### src/rtl/frame_timing_controller.sv
// Double-buffered SLM frame sequencer: paces line loads, issues the buffer-switch update and the DC-balance invert.
// Define FRAME_TIMEOUT_EN to add the line-wait watchdog and the timeout_err output.
module frame_timing_controller #(
   parameter int LINES_PER_FRAME = 1080,
   parameter int SWITCH_CYCLES   = 16,
   parameter int INVERT_PERIOD   = 4096,
   parameter int INVERT_HALVES   = 2,
   parameter int TIMEOUT_CYCLES  = 2**20
) (
   input  logic fpga_clk,
   input  logic reset_all_n,
   input  logic dc32_fifo_almost_full,
   input  logic line_read_done,
   output logic line_of_data_available,
   output logic [((LINES_PER_FRAME > 1) ? $clog2(LINES_PER_FRAME) : 1)-1:0] line_addr,
   output logic update,
   output logic buffer_switch_done,
   output logic reset_per_frame,
   output logic invert
`ifdef FRAME_TIMEOUT_EN
   ,
   output logic timeout_err
`endif
);

   localparam int AW = (LINES_PER_FRAME > 1) ? $clog2(LINES_PER_FRAME) : 1;
   localparam int CW = (INVERT_PERIOD > 1) ? $clog2(INVERT_PERIOD) : 1;
   localparam int HW = $clog2(INVERT_HALVES + 1);
   localparam int SW = (SWITCH_CYCLES > 1) ? $clog2(SWITCH_CYCLES) : 1;

   localparam logic [AW-1:0] ADDR_LAST   = AW'(LINES_PER_FRAME - 1);
   localparam logic [CW-1:0] CNT_LAST    = CW'(INVERT_PERIOD - 1);
   localparam logic [HW-1:0] HALVES_LAST = HW'(INVERT_HALVES - 1);
   localparam logic [SW-1:0] SW_LAST     = SW'(SWITCH_CYCLES - 1);

   typedef enum logic [1:0] {L_WAIT, L_BUSY, L_FULL} load_state_t;
   typedef enum logic {D_RUN, D_DONE} disp_state_t;
   typedef enum logic {S_IDLE, S_SWITCH} sw_state_t;

   load_state_t   load_q, load_d;
   disp_state_t   disp_q, disp_d;
   sw_state_t     sw_state_q, sw_state_d;
   logic [AW-1:0] addr_q, addr_d;
   logic [CW-1:0] cnt_q, cnt_d;
   logic [HW-1:0] halves_q, halves_d;
   logic [SW-1:0] sw_cnt_q, sw_cnt_d;
   logic          grant_q, grant_d;
   logic          update_q, update_d;
   logic          done_q, done_d;
   logic          rpf_q, rpf_d;
   logic          invert_q, invert_d;
`ifdef FRAME_TIMEOUT_EN
   localparam int WW = $clog2(TIMEOUT_CYCLES + 1);
   localparam logic [WW-1:0] WD_LAST = WW'(TIMEOUT_CYCLES - 1);
   logic [WW-1:0] wd_q, wd_d;
   logic          timeout_q, timeout_d;
`endif

   always_comb begin
      load_d     = load_q;
      disp_d     = disp_q;
      sw_state_d = sw_state_q;
      addr_d     = addr_q;
      cnt_d      = cnt_q;
      halves_d   = halves_q;
      sw_cnt_d   = sw_cnt_q;
      grant_d    = grant_q;
      update_d   = update_q;
      invert_d   = invert_q;
      done_d     = 1'b0;
      rpf_d      = 1'b0;
`ifdef FRAME_TIMEOUT_EN
      wd_d       = '0;
      timeout_d  = timeout_q;
`endif

      case (load_q)
         L_WAIT: begin
            if (dc32_fifo_almost_full) begin
               load_d  = L_BUSY;
               grant_d = 1'b1;
            end
         end
         L_BUSY: begin
            if (line_read_done) begin
               grant_d = 1'b0;
               if (addr_q == ADDR_LAST) begin
                  load_d = L_FULL;
               end else begin
                  addr_d = addr_q + AW'(1);
                  load_d = L_WAIT;
               end
            end
         end
         default: ;
      endcase

`ifdef FRAME_TIMEOUT_EN
      // Give up on a stalled FIFO: the frame is switched with whatever the back buffer holds.
      if (load_q == L_WAIT && !dc32_fifo_almost_full) begin
         if (wd_q == WD_LAST) begin
            timeout_d = 1'b1;
            load_d    = L_FULL;
         end else begin
            wd_d = wd_q + WW'(1);
         end
      end
`endif

      if (disp_q == D_RUN) begin
         if (cnt_q == CNT_LAST) begin
            cnt_d    = '0;
            invert_d = ~invert_q;
            if (halves_q == HALVES_LAST) begin
               disp_d   = D_DONE;
               invert_d = 1'b0;
            end else begin
               halves_d = halves_q + HW'(1);
            end
         end else begin
            cnt_d = cnt_q + CW'(1);
         end
      end

      // Completing a switch restarts both the loader and the display for the next frame.
      case (sw_state_q)
         S_IDLE: begin
            if (load_q == L_FULL && disp_q == D_DONE) begin
               sw_state_d = S_SWITCH;
               update_d   = 1'b1;
               sw_cnt_d   = '0;
            end
         end
         default: begin
            if (sw_cnt_q == SW_LAST) begin
               sw_state_d = S_IDLE;
               update_d   = 1'b0;
               done_d     = 1'b1;
               rpf_d      = 1'b1;
               addr_d     = '0;
               load_d     = L_WAIT;
               grant_d    = 1'b0;
               disp_d     = D_RUN;
               cnt_d      = '0;
               halves_d   = '0;
               invert_d   = 1'b0;
            end else begin
               sw_cnt_d = sw_cnt_q + SW'(1);
            end
         end
      endcase
   end

   always_ff @(posedge fpga_clk) begin
      if (!reset_all_n) begin
         load_q     <= L_WAIT;
         disp_q     <= D_DONE;
         sw_state_q <= S_IDLE;
         addr_q     <= '0;
         cnt_q      <= '0;
         halves_q   <= '0;
         sw_cnt_q   <= '0;
         grant_q    <= 1'b0;
         update_q   <= 1'b0;
         done_q     <= 1'b0;
         rpf_q      <= 1'b0;
         invert_q   <= 1'b0;
`ifdef FRAME_TIMEOUT_EN
         wd_q       <= '0;
         timeout_q  <= 1'b0;
`endif
      end else begin
         load_q     <= load_d;
         disp_q     <= disp_d;
         sw_state_q <= sw_state_d;
         addr_q     <= addr_d;
         cnt_q      <= cnt_d;
         halves_q   <= halves_d;
         sw_cnt_q   <= sw_cnt_d;
         grant_q    <= grant_d;
         update_q   <= update_d;
         done_q     <= done_d;
         rpf_q      <= rpf_d;
         invert_q   <= invert_d;
`ifdef FRAME_TIMEOUT_EN
         wd_q       <= wd_d;
         timeout_q  <= timeout_d;
`endif
      end
   end

   assign line_of_data_available = grant_q;
   assign line_addr              = addr_q;
   assign update                 = update_q;
   assign buffer_switch_done     = done_q;
   assign reset_per_frame        = rpf_q;
   assign invert                 = invert_q;
`ifdef FRAME_TIMEOUT_EN
   assign timeout_err            = timeout_q;
`endif

endmodule

### config.mk
export PLATFORM = sky130hd
export DESIGN_NAME = frame_timing_controller
export DESIGN_NICKNAME = d
export VERILOG_FILES = /design/src/rtl/frame_timing_controller.sv
export SDC_FILE = /design/constraint.sdc
export NUM_CORES = 1
export LEC_CHECK = 0
export BUFFER_PORTS_ARGS = -buffer_cell sky130_fd_sc_hd__buf_4
export CORE_MARGIN = 5
export CORE_UTILIZATION = 51
export DETAILED_ROUTE_END_ITERATION = 12
export HOLD_SLACK_MARGIN = 0.08
export PLACE_DENSITY = 0.74
export SYNTH_ARGS = -nofsm -noshare
export SYNTH_HDL_FRONTEND = slang
export SYNTH_SLANG_ARGS = --single-unit
### constraint.sdc
create_clock -name fpga_clk -period 1.7 [get_ports fpga_clk]
set_input_delay 0.085 -clock fpga_clk [delete_from_list [all_inputs] [get_ports fpga_clk]]
set_output_delay 0.085 -clock fpga_clk [all_outputs]
set_load 0.02 [all_outputs]
==> impl_results.md, run 1 <==
- Post-synth design cell area: 1630 sq um
- Sequential area share after synthesis: 45.4%
- Net switching fraction of the power: 20.4%
- Max Fclk: 0.618 GHz
- Yosys warnings: 0
- WL final: 3460 um
- Arrival time reported for the critical path endpoint: ~1.9 ns
- Worst hold start: dc32_fifo_almost_full
- Internal Pwr Total: around 1.3 mW
- Fraction of post-synthesis cell area in the top cell type by area: 45.4%
- Clock tree root buffer cell: clkbuf_4
- Pin count of the biggest net entering global routing: 14
- R2R setup slack: just over 0.08 ns
- Hold worst-path end: line_of_data_available$_SDFF_PN0_
- Area of the placeable core: 3050 sq um
- Drt initial violations: 70
- Combinational cell fraction of total power: 4.2%
- Estimated wirelength of the detail-placed design: ~2500 um
- Origin of the worst setup path: cnt_q[0]$_SDFF_PN0_
- Die outline height: roughly 67 um
- Number of cells on the worst reg-to-reg path: 5
- EDFF count, synth: 0
- Via/cell ratio: 5.42
- TritonCTS sink count: 37
- Number of global-route vias before repair: approximately 1300
- Number of max-cap violations: 0
- Final worst path period share: 95.3%
- RSZ-0062 raised after global routing: no
- Area enclosed by the die boundary: 4430 sq um
- First-pass detailed-route iteration total: 5
- Total number of H-tree levels: 2
- Overflow left after global routing: 0
- Placer Congestion: 0.910
- Finished layout cell area: approximately 2000 sq um
- Initial core utilization: 53.5%
- Die width: 66.6 um
- Total power divided by cell area: 777 nW/um^2
- Clock Path Buffers: 2
- Layout fillers: around 250
- Commonest cells after routing, fill and taps aside: dfxtp_1, buf_4, nor2_1
- Async SR Flop Fraction: 0%
- Number of buffers added for setup after CTS: 0
- Kind of path behind the tightest hold check: in2reg
- Boundary pin count: 20
- Critical path data required time: 1.94 ns
- Critical path fanouts, max: 3
- Post-route ant nets: 0
- Combined area of the multi-input logic cells: 851 sq um
- Main flop type after synthesis: dfxtp_1
- Count of final hold-check violations: 0
- Count of unresolved DRC violations after routing: 0
- Power share of the sequential group: between 50 and 60%
- Number of cells produced by synthesis: 186
- Net Sw Power: 0.320 mW
- Post-synth top area cell: dfxtp_1
- Row count: 20
- Global-route wire length before repair: 5990 um
- Number of antenna violations at the first check in global routing: 0
- Post-Route Skew: just over 0.007 ns
- Clock-pin slew on the worst setup and hold paths: 0.11 ns
- Final-report setup violation count: 0
- Average instance area after synthesis: 8.78 sq um
- Signed area change from the synthesized netlist to the final layout: 23.8%
- Post-detailed-placement cell area: 1910 sq um
- Total number of vias: 1443
- Worst Tran Pin Value: 0.404 ns
- Number of cells traversed by the worst hold path: 4
- Most frequent standard cell in the layout excluding fill and tap cells: dfxtp_1
- Portion of total power attributed to the clock network: between 40% and 50%
- Number of nets in the finished design: 228
- FF-to-FF Start: cnt_q[0]$_SDFF_PN0_
- Sum of negative setup slack: 0 ns
- Startpoint type of the worst setup path: flip-flop
- Total routing usage reported by global routing: 17.3%
- Max-slew violation count: 0
- Worst supply voltage drop on vdd: 0.429 mV
- Net Count, Synth: 193
- Kind of critical path: reg2reg
- RR Endpoint: halves_q[0]$_SDFF_PN0_
- Run status: complete, no violations
- Layout cell share with drive strength beyond 1: 22.5%
- Clock latency on the worst-skew pair: 0.33 ns
- Number of distinct library cells after synthesis: 42
- Footprint of the flip-flops and latches: between 700 and 800 sq um
- Kind of end point of the critical path: flip-flop
- IO buf count: 19
- Standby leakage power: 0.764 nW
- Number of CTS-inserted buffers: 5
- CTS tree: done
- Final critical-path required period: 1.62 ns
- Largest cells by area after synthesis: dfxtp_1, nor2_1, xor2_1, xnor2_1, nand3_1
- Final antenna diode count: 0
- Avg WL per Cell: 13.0 um
- Post-synthesis sequential element count: 37
- Slew margin rel.: 72.7%
-- flip-flops by register name (all words and copies together), names as in the netlist --
register and count:
reset_per_frame 1, sw_cnt_q 4, sw_state_q 1, invert 1
halves_q 2, update 1, line_of_data_available 1, load_q 2
disp_q 1, line_addr 11, cnt_q 12
-- power groups by stage --
stage                     Sequential, mW  Combinational, mW  Clock [mW]
after floorplan                    0.903             0.0276           0
after global placement             0.897             0.0612           0
after detailed placement           0.897             0.0619           0
after CTS                          0.877             0.0641       0.644
after global routing               0.879             0.0729       0.692
final                              0.877             0.0657       0.629
-- synthesized netlist by cell type (2+ instances only) --
library cell   n
a21oi_1        8
a31oi_1        4
and2_1         4
and4b_1        2
clkbuf_1       3
dfxtp_1       37
ha_1           3
inv_1          8
nand2_1       10
nand3_1       10
nand4_1        6
nor2_1        26
nor2b_1        3
nor3_1         5
nor3b_1        2
nor4_1         2
nor4b_1        2
o21ai_0        9
or3_1          4
xnor2_1        8
xor2_1         9
-- cells by family (layout without fill, tap and decap cells) --
| group | count (synthesis) | in the layout | share of synthesized area [%] |
|---|---|---|---|
| AOI/OAI and AO/OA | 29 | 29 | 10.8 |
| xor gates and xnor gates | 17 | 17 | 9.12 |
| adders and majority gates | 3 | 3 | 2.30 |
| buffers and inverters | 14 | 50 | 3.52 |
| DFF | 37 | 37 | 45.4 |
| muxes | 1 | 1 | 0.613 |
| and+or+nand+nor | 85 | 85 | 28.3 |
-- stage by stage --
step                setup WS (ns)  std cells  power [mW]  hold slack [ns]  util, %
finish                     0.0806        266        1.57            0.157     66.2
detailed placement         0.0524        257       0.959            0.324     62.5
global placement            0.113        257       0.958            0.321     62.5
floorplan                  0.0509        186       0.931            0.211        -
CTS                        0.0396        266        1.59            0.149     65.6
global route              0.00793        266        1.64            0.215     66.2
-- critical path, cell delays in order, from the launching register on --
cell     delay [ns]
dfxtp_2        0.36
ha_2           0.19
nand2_1        0.07
or3_4          0.40
or3_1          0.38
o211a_1        0.13
-- timing repair --
item,in CTS,in global routing
setup endpoints to repair,0,9
hold endpoints to repair,2,0
hold buffers,1,0
gates resized for setup,0,6
-- per-layer routing --
| layer | routed length (um) | GRT usage [%] | share of wire (%) |
|---|---|---|---|
| met1 | 1650 | 23.1 | 48 |
| met2 | 1580 | 26.7 | 46 |
| met3 | 193 | 5.06 | 5.6 |
| met4 | 34 | 5.58 | 0.98 |
| met5 | 0 | 0 | 0 |
-- worst max path at each step --
stage,cells after the start,to,slack [ns]
detailed placement,5,halves_q[0]$_SDFF_PN0_,0.05
floorplan,6,halves_q[0]$_SDFF_PN0_,0.05
global placement,5,halves_q[0]$_SDFF_PN0_,0.11
CTS,5,halves_q[0]$_SDFF_PN0_,0.04
finish,5,halves_q[0]$_SDFF_PN0_,0.08
global route,5,line_addr[9]$_SDFF_PN0_,0.008
-- layout make-up --
class                   count  share of cell area [%]
flip-flops and latches     37                    36.8
well taps                  44                    2.72
multi-input cells         135                    42.1
repair buffers             34                    12.7
clock buffers               7                    2.72
inverters                   8                    1.49
clock inverters             1                    1.49
No activity file was read; power rests on OpenSTA's default activity.
==> run 2, diff against run 1 <==
CAP_MARGIN = 20   (was unset)
REMOVE_ABC_BUFFERS = 1   (was unset)
==> run 2 against run 1 <==
Net effect:
- setup slack got worse by 0.012 ns
- first-iteration DRC count fell by 11%
- register-to-register slack about the same
- wire length shrank 0.26%
- final cell count fell by 0.38%
- largest cell class unchanged
==> impl_results.md, run 2 (same netlist as run 1, synthesis figures left out) <==
- Run status: complete, no violations
- Number of global-route vias before repair: 1441
- Number of cells on the worst reg-to-reg path: 5
- Initial core utilization: 53.5%
- Layout cell share with drive strength beyond 1: 20.8%
- Number of nets in the finished design: 227
- FF-to-FF Start: cnt_q[0]$_SDFF_PN0_
- Number of cells traversed by the worst hold path: 4
- Register with the most flip-flops: cnt_q
- Final-report setup violation count: 0
- Post-detailed-placement cell area: 1900 sq um
- Most frequent standard cell in the layout excluding fill and tap cells: dfxtp_1
- Worst slack, placed: 0.0465 ns
- Estimated wirelength of the detail-placed design: approximately 2500 um
- TritonCTS sink count: 37
- Kind of end point of the critical path: flip-flop
- Commonest cells after routing, fill and taps aside: dfxtp_1, buf_4, nor2_1
- Number of buffers added for setup after CTS: 0
- Standby leakage power: around 0.74 nW
- Total number of vias: 1452
- Global-route wire length before repair: 6010 um
- Layout fillers: 271
- Finished layout cell area: 1980 sq um
- CTS tree: done
- Max-slew violation count: 0
- Worst hold slack: ~0.14 ns
- Max Fclk: 0.613 GHz
- Area of the placeable core: 3050 sq um
- Die outline height: 66.6 um
- Slew margin rel.: 72.9%
- Signed area change from the synthesized netlist to the final layout: 21.0%
- Final critical-path required period: 1.63 ns
- Footprint of the flip-flops and latches: 743 sq um
- Count of unresolved DRC violations after routing: 0
- Kind of path behind the tightest hold check: in2reg
- Clock-pin slew on the worst setup and hold paths: about 0.1 ns
- WL final: 3450 um
- Number of antenna violations at the first check in global routing: 0
- Avg WL per Cell: 13.0 um
- Flip-flop count of the largest register after layout: 12
- Worst hold start: dc32_fifo_almost_full
- First-pass detailed-route iteration total: 5
- Crit-path cells: ha_1 > nand2_1 > or3_4 > or3_1 > o211a_1
- Count of final hold-check violations: 0
- Boundary pin count: 20
- CP max-delay cell: or3_4
- Placer Congestion: about 0.89
- Overflow left after global routing: 0
- Hold worst-path end: line_of_data_available$_SDFF_PN0_
- Area enclosed by the die boundary: between 4000 and 5000 sq um
- Startpoint type of the worst setup path: flip-flop
- Critical path fanouts, max: 3
- Pin count of the biggest net entering global routing: 14
- Arrival time reported for the critical path endpoint: 1.88 ns
- IO buf count: 19
- Row count: 20
- Longest individual stage delay on the worst path: 0.40 ns
- Drt initial violations: 62
- Post-route ant nets: 0
- Combined area of the multi-input logic cells: about 850 sq um
- Number of CTS-inserted buffers: 5
- RR Endpoint: halves_q[0]$_SDFF_PN0_
- Total power divided by cell area: 697 nW/um^2
- R2R setup slack: between 0.06 and 0.07 ns
- Post-Route Skew: 0.00747 ns
- Clock latency on the worst-skew pair: 0.35 ns
- Final worst slack: 0.0685 ns
- Clock tree root buffer cell: clkbuf_4
- Total number of H-tree levels: 2
- RSZ-0062 raised after global routing: no
- Final worst path period share: ~96%
- Worst Tran Pin Value: approximately 0.40 ns
- Worst supply voltage drop on vdd: 0.503 mV
- Kind of critical path: reg2reg
- Sum of negative setup slack: 0 ns
- Die width: around 67 um
- Number of max-cap violations: 0
- Total power after layout: around 1.4 mW
- Clock Path Buffers: 2
- Total routing usage reported by global routing: 17.7%
- Final antenna diode count: 0
- Via/cell ratio: 5.48
- Critical path data required time: roughly 2.0 ns
run 2: critical path: cells and delay by family (launching register included):
kind | cells | cell delay [ns]
flip-flops | 1 | 0.36
adder cells (fa/ha/maj) | 1 | 0.19
AND/OR/NAND/NOR | 3 | 0.85
AO/OA/AOI/OAI | 1 | 0.13
run 2: per-layer routing:
metal,track usage (%),vias up,share of wire (%)
li1,-,718,-
met1,20.3,677,44
met2,30.2,48,48
met3,4.55,9,5.1
met4,8.63,0,2.2
met5,0,-,0
run 2: worst max path at each step:
stage	startpoint	end	slack, ns	cells past startpoint
3_5_place_dp	cnt_q[0]$_SDFF_PN0_	halves_q[0]$_SDFF_PN0_	0.05	5
5_1_grt	cnt_q[0]$_SDFF_PN0_	halves_q[0]$_SDFF_PN0_	0.005	5
2_1_floorplan	cnt_q[0]$_SDFF_PN0_	halves_q[0]$_SDFF_PN0_	0.09	5
4_1_cts	cnt_q[0]$_SDFF_PN0_	halves_q[0]$_SDFF_PN0_	0.04	5
3_3_place_gp	cnt_q[0]$_SDFF_PN0_	halves_q[0]$_SDFF_PN0_	0.12	5
6_report	cnt_q[0]$_SDFF_PN0_	halves_q[0]$_SDFF_PN0_	0.07	5
run 2: through the flow:
step / std cells / util, %
after floorplan: 180 / -
after global placement: 256 / 62.3
after detailed placement: 256 / 62.3
after CTS: 265 / 64.2
after global routing: 265 / 64.7
final: 265 / 64.7
run 2: report_power, final:
part / internal [mW] / total (mW) / switching, mW
combinational: 0.0273 / 0.0652 / 0.0379
sequential: 0.872 / 0.877 / 0.00442
clock: 0.165 / 0.435 / 0.270
total: 1.06 / 1.38 / 0.313
run 2: final cells by class:
type / count / area share [%]
sequential: 37 / 37.6
timing repair buffer: 33 / 12.7
multi-input combinational: 135 / 42.9
clock buffer: 8 / 2.47
inverter: 8 / 1.52
tap: 44 / 2.79
run 2: timing repair:
| action | in CTS | in global routing |
|---|---|---|
| hold buffers | 1 | 0 |
| endpoints found under the hold margin | 4 | 0 |
| resized for setup | 0 | 5 |
| endpoints found under the setup margin | 0 | 10 |
